File: src/rtl/regfile_arb_pkg.sv
// regfile_arb_pkg: shared constants and types for the register file write arbiter
package regfile_arb_pkg;
    localparam int ADDR_W = 4;
    localparam int DATA_W = 32;
    localparam int DEPTH = 2;
    localparam int CNT_W = $clog2(DEPTH + 1);
    localparam logic [ADDR_W-1:0] R15_ADDR = 4'd15;
    typedef struct packed {
        logic [ADDR_W-1:0] addr;
        logic [DATA_W-1:0] data;
    } entry_t;
    typedef enum logic {REQ_A, REQ_B} req_id_t;
endpackage

File: src/rtl/regfile_wr_fifo.sv
// regfile_wr_fifo: pending-write buffer with the head always at entry 0
module regfile_wr_fifo
    import regfile_arb_pkg::*;
#(
    parameter int DEPTH = 2
) (
    input  logic                   clk,
    input  logic                   reset,
    input  logic                   push,
    input  entry_t                 push_entry,
    input  logic                   pop,
    output logic [CNT_W-1:0]       count,
    output entry_t [DEPTH-1:0]     entries
);
    logic [CNT_W-1:0] count_q, count_d, base;
    entry_t [DEPTH-1:0] entries_q, entries_d;
    always_comb begin
        entries_d = entries_q;
        for (int i = 0; i < DEPTH - 1; i++) entries_d[i] = pop ? entries_q[i + 1] : entries_q[i];
        base = pop ? count_q - 1'b1 : count_q;
        for (int i = 0; i < DEPTH; i++) if (push && base == CNT_W'(i)) entries_d[i] = push_entry;
        count_d = base + CNT_W'(push);
    end
    always_ff @(posedge clk) begin
        if (reset) begin
            count_q   <= '0;
            entries_q <= '0;
        end else begin
            count_q   <= count_d;
            entries_q <= entries_d;
        end
    end
    assign count   = count_q;
    assign entries = entries_q;
endmodule

File: src/rtl/regfile_write_arbiter.sv
// regfile_write_arbiter: round-robin merge of two writeback requesters into one register file write port
module regfile_write_arbiter
    import regfile_arb_pkg::*;
#(
    parameter int WIDTH = 32,
    parameter int DEPTH = 2
) (
    input  logic             clk,
    input  logic             reset,
    input  logic             a_valid,
    input  logic [3:0]       a_addr,
    input  logic [WIDTH-1:0] a_data,
    output logic             a_ready,
    input  logic             b_valid,
    input  logic [3:0]       b_addr,
    input  logic [WIDTH-1:0] b_data,
    output logic             b_ready,
    input  logic             wr_stall,
    output logic             we3,
    output logic [3:0]       wa3,
    output logic [WIDTH-1:0] wd3,
    output logic [15:0]      busy,
    output logic             err_r15
);
    logic [CNT_W-1:0] count;
    entry_t [DEPTH-1:0] entries;
    entry_t push_entry;
    req_id_t prio_q, prio_d;
    logic err_r15_q, err_r15_d;
    logic full, accept, push, pop;
    always_comb begin
        full            = count == CNT_W'(DEPTH);
        a_ready         = !full && a_valid && (!b_valid || prio_q == REQ_A);
        b_ready         = !full && b_valid && (!a_valid || prio_q == REQ_B);
        accept          = a_ready || b_ready;
        push_entry.addr = a_ready ? a_addr : b_addr;
        push_entry.data = DATA_W'(a_ready ? a_data : b_data);
        push            = accept && push_entry.addr != R15_ADDR;
        pop             = count != '0 && !wr_stall;
        prio_d          = a_ready ? REQ_B : b_ready ? REQ_A : prio_q;
        err_r15_d       = err_r15_q || (accept && push_entry.addr == R15_ADDR);
        we3             = pop;
        wa3             = count != '0 ? entries[0].addr : '0;
        wd3             = count != '0 ? WIDTH'(entries[0].data) : '0;
        busy            = '0;
        for (int i = 0; i < DEPTH; i++) busy = busy | (CNT_W'(i) < count ? 16'd1 << entries[i].addr : 16'd0);
        err_r15         = err_r15_q;
    end
    always_ff @(posedge clk) begin
        if (reset) begin
            prio_q    <= REQ_A;
            err_r15_q <= 1'b0;
        end else begin
            prio_q    <= prio_d;
            err_r15_q <= err_r15_d;
        end
    end
    regfile_wr_fifo #(.DEPTH(DEPTH)) u_fifo (
        .clk        (clk),
        .reset      (reset),
        .push       (push),
        .push_entry (push_entry),
        .pop        (pop),
        .count      (count),
        .entries    (entries)
    );
endmodule
File: config.mk
export PLATFORM = sky130hd
export DESIGN_NAME = regfile_write_arbiter
export DESIGN_NICKNAME = d
export VERILOG_FILES = /design/src/rtl/regfile_arb_pkg.sv /design/src/rtl/regfile_wr_fifo.sv /design/src/rtl/regfile_write_arbiter.sv
export SDC_FILE = /design/constraint.sdc
export NUM_CORES = 1
export LEC_CHECK = 0
export CORE_MARGIN = 8
export CORE_UTILIZATION = 31
export DETAILED_ROUTE_END_ITERATION = 8
export GPL_ROUTABILITY_DRIVEN = 0
export PLACE_DENSITY_LB_ADDON = 0.2
export REMOVE_ABC_BUFFERS = 1
export SYNTH_ARGS = -nofsm -noshare
export SYNTH_HDL_FRONTEND = slang
export SYNTH_SLANG_ARGS = --single-unit
File: constraint.sdc
create_clock -name clk -period 5.35 [get_ports clk]
set_input_delay 1.605 -clock clk [delete_from_list [all_inputs] [get_ports clk]]
set_output_delay 1.605 -clock clk [all_outputs]
set_load 0.005 [all_outputs]
Word level (Yosys, flattened, before mapping)
Cells that the tools add are included.
{"block": "word_totals", "regBits": 76, "word_cells": 51}
{"block": "op_classes", "add_sub_neg": 2, "magnitude_cmp": 2, "eq_ne": 4, "shifts": 2, "n_mux": 11, "bitwise": 2, "n_reduce_logical": 21}
{"operator": "$mux W36", "n": 2}
{"operator": "$mux W32", "n": 2}
{"operator": "$mux W16", "n": 2}
{"operator": "$shl A1 B4 Y16 const A", "n": 2}
{"operator": "$or A16 B16 Y16", "n": 1}
{"operator": "$logic_and A1 B1 Y1", "n": 9}
{"operator": "$mux W4", "n": 2}
{"operator": "$reduce_bool A2 Y1", "n": 3}
{"operator": "$eq A4 B4 Y1 const B", "n": 1}
{"operator": "$logic_not A1 Y1", "n": 4}
{"operator": "$logic_or A1 B1 Y1", "n": 4}
{"operator": "$lt A1 B2 Y1 const A", "n": 2}
{"operator": "$ne A4 B4 Y1 const B", "n": 1}
{"operator": "$add A2 B1 Y2", "n": 1}
{"operator": "$eq A2 B1 Y1 const B", "n": 1}
{"operator": "$eq A2 B2 Y1 const B", "n": 1}
{"operator": "$logic_not A2 Y1", "n": 1}
{"operator": "$mux W1", "n": 2}
{"operator": "$mux W2", "n": 1}
{"operator": "$sub A2 B1 Y2 const B", "n": 1}
{"operator": "$not A1 Y1", "n": 1}

Longest topological paths before layout
{"block": "logic_depth", "word_depth": 9, "ltp_mapped": 9, "depth_no_buf": 8}

By module
Synthesis repeated with hierarchy kept, for this count alone.
{"block": "hier_totals", "hier_cells": 468, "hier_area_um2": 4903.5}
{"mod": "regfile_wr_fifo", "instances": 1, "cells_each": 334, "area_each_um2": 3719.8, "seq_area_each_um2": 1481.4}
{"mod": "regfile_write_arbiter", "instances": 1, "cells_each": 134, "area_each_um2": 1183.6, "seq_area_each_um2": 40.0}

Worst setup path before layout
No wires, ideal clock.
{"block": "synth_path", "kind": "input to output", "start": "in b_valid", "end": "out a_ready", "arrival_time_ns": 2.323, "t_required_ns": 3.745, "path_slack_ns": 1.422, "cell_stages": 4, "n_path_buf": 2, "path_cell_list": "and2_1 clkbuf_1 clkbuf_1 nor2_1"}
{"block": "synth_via", "elab_chain_len": 3}
{"item": "start, declared", "line": "regfile_write_arbiter.sv:14", "text": "input logic b_valid,"}
{"item": "$logic_not A1 Y1", "line": "regfile_write_arbiter.sv:33", "text": "a_ready = !full && a_valid && (!b_valid || prio_q == REQ_A);"}
{"item": "$logic_or A1 B1 Y1", "line": "regfile_write_arbiter.sv:33"}
{"item": "$logic_and A1 B1 Y1", "line": "regfile_write_arbiter.sv:33"}
{"item": "end, declared", "line": "regfile_write_arbiter.sv:13", "text": "output logic a_ready,"}
No other way between the ends.

Final worst setup path
{"block": "layout_path", "start": "in wr_stall", "end": "out we3"}
{"block": "layout_via", "elab_chain_len": 2}
{"item": "start, declared", "line": "regfile_write_arbiter.sv:18", "text": "input logic wr_stall,"}
{"item": "$logic_not A1 Y1", "line": "regfile_write_arbiter.sv:39", "text": "pop = count != '0 && !wr_stall;"}
{"item": "$logic_and A1 B1 Y1", "line": "regfile_write_arbiter.sv:39"}
{"item": "end, declared", "line": "regfile_write_arbiter.sv:19", "text": "output logic we3,"}
No other way between the ends.

==> results by group <==
Routing
  • Via count: 4232
  • WL/cell: 16.4 um
  • Routed Wire Length: 13900 um
  • Drt first-iter violations: 273
  • ANT nets after route: 0
  • DRC violations left: 0
  • Via/cell ratio: 4.98
  • Drt pass-1 iters: 4

Worst setup path
  • Worst setup EP type: output pin
  • Most used cell, CP: clkdlybuf4s50_1
  • CP Max Fanout: 4
  • Critical path class: in2out
  • Delay-heaviest family, CP: buffers and inverters
  • Slowest stage delay, CP: 530 ps
  • Critical Path AT: 3030 ps
  • CP Cell Sequence: clkdlybuf4s50_1 > or2_2 > inv_1 > clkdlybuf4s50_1
  • Slowest CP cell: clkdlybuf4s50_1
  • Worst Path Required: 3740 ps
  • Crit path buffers/inverters: 3
  • Worst Setup Start Kind: primary input

Clocking
  • Number of post-CTS setup repair buffers: 0
  • Skew-Pair Late Insertion Delay: 330 ps
  • Num CTS Buffers: 9
  • Root Driver: clkbuf_16
  • Largest buffer count on any clock path: 2
  • Post-CTS resize count: 0
  • CTS tree: yes
  • Worst-path clk slew: 60 ps
  • CTS sink count: 76
  • Htree depth: 3
  • Hold Buf Count CTS: 0

Die
  • Die Ht: 137 um
  • Die footprint: 18900 um^2
  • Initial Util: 31.6%
  • Die Wd: 137 um
  • Row cnt: 44
  • Num ports: 133
  • Core Area: 14500 um^2

STA
  • FMAX: 0.216 GHz
  • Final setup vio count: 0
  • Clk_skew: 7.09 ps
  • Fin crit period: 4640 ps
  • Fin. max-slew vios: 0
  • Worst slew pin tran: 1070 ps
  • Slew Limit Headroom: 28.4%
  • Crit share post-route: 86.6%
  • Setup TNS: 0 ps
  • Final hold vios: 0
  • RSZ-0062 raised after global routing: false

Place
  • Detailed placer's ending HPWL: 9270 um
  • Placed Cells: 834
  • PortBufs: 132

Final layout
  • Non-filler instance count after layout: 850
  • Area grow syn2layout: 37.9%
  • Final core occ: 43.6%
  • Number of inserted diodes: 0
  • Fillers: 1448
  • Nets: 742
  • Layout cells sized above 1: 5.11%

Outcome
  • Outcome: finished clean

Yosys
  • Register area share after synthesis: 33.3%
  • Synth cell count leaders: nand2_1 (77), dfxtp_1 (76), a21o_1 (72), mux2i_1 (72), nand2b_1 (43)
  • Mapped cell area: 4580 um^2
  • Syn avg cell area: 8.21 um^2
  • Post-synth EDFFs: 0
  • Synth unique cells: 36
  • Cell taking the most area after synthesis: dfxtp_1
  • Main synth FF type: dfxtp_1
  • Syn. warnings: 0
  • Yosys reg bits: 76
  • Dominant cells by area after synthesis: dfxtp_1 (33%), mux2i_1 (16%), a21o_1 (12%), nand2_1 (6.3%), nand2b_1 (5.9%)
  • Post-Syn Instances: 557
  • FFs w/ async S/R, synth: 0%
  • Share of the synthesized area in the top cell type: 33.3%
  • Most common cell in the netlist: nand2_1

Global routing
  • Largest net degree at the start of global routing: 113
  • First-pass GRT wire length: 22100 um
  • Initial antenna violation count: 0
  • Total GRT Usage: 14.5%
  • Number of global-route vias before repair: 4268
  • GR Overflow Total: 0

Power
  • Peak VDD IR: 200 uV
  • Lkg Pwr: 0.00255 uW
  • Pwr dens: 403 nW/um^2

Min path
  • HP Class: reg2reg

Flow run
  • Max cap viols: 0
## sequential cells by signal, indices dropped and copies added (netlist names)
signal          count
u_fifo.entries     72
u_fifo.count        2
err_r15             1
prio_q              1
## layout by cell type (no fill, tap or decap), drive strengths merged, types with 13 or more instances in the layout
cell,Yosys,layout
mux2i,72,72
o22ai,16,16
o21ai,39,39
clkbuf,31,13
nand3,36,36
clkdlybuf4s50,0,131
nor2b,38,38
nand2,78,78
a21o,72,72
dfxtp,76,76
nand2b,43,43
## where the power goes
part,total [uW],internal [uW],switching (uW)
Clock,667,435,231
Sequential,788,709,79.4
Combinational,1090,525,563
Total,2540,1670,873
## layer usage
metal  routed length (um)  share of wire, %  vias up  global-route usage [%]
li1                     -                 -     2135                       -
met1                 6220                45     1981                    17.8
met2                 6810                49      114                    25.0
met3                  802               5.8        2                    3.39
met4                   61              0.44        0                    3.44
met5                    0                 0        -                       0
## worst reg2reg max path: stages (launching register included)
cell	delay (ps)
dfxtp_1	340
inv_1	160
ha_2	840
or2_2	260
buf_4	430
a31oi_1	140
or4_2	930
buf_12	310
mux2i_1	140
## logic make-up (layout without fill, tap and decap cells)
group | after synthesis | in the layout | synth area share, %
AND/OR/NAND/NOR | 219 | 219 | 24.8
adder cells (fa/ha/maj) | 4 | 4 | 1.09
XOR/XNOR | 2 | 2 | 0.383
flip-flops | 76 | 76 | 33.3
buffers and inverters | 51 | 160 | 5.55
multiplexers | 72 | 72 | 15.8
AO/OA/AOI/OAI | 133 | 133 | 19.2
## area by class of cell
cell class	instances	area, um^2	share of cell area [%]
inverters	4	15.0	0.238
well taps	184	230	3.65
flip-flops and latches	76	1520	24.1
multi-input cells	430	2810	44.5
repair buffers	140	1400	22.3
clock inverters	3	68.8	1.09
clock buffers	13	260	4.13
## path summary, 6_finish.rpt
kind / slack [ps] / depth (start not counted) / to / startpoint
max: 710 / 4 / we3 / wr_stall
max reg2reg: 1700 / 8 / u_fifo.entries[23] / u_fifo.count[0]
min: 450 / 2 / err_r15 / err_r15
min reg2reg: 450 / 2 / err_r15 / err_r15
## metrics by stage
stage               worst slack, ps  area (um^2)  hold slack, ps  power (uW)
finish                          714         6310             453        2540
global route                    660         6310             495        2720
CTS                             691         6310             453        2590
detailed placement              686         5980             445        1910
global placement                695         5980             439        1880
floorplan                      1010         4340             436        1460
No activity file was read; power rests on OpenSTA's default activity.
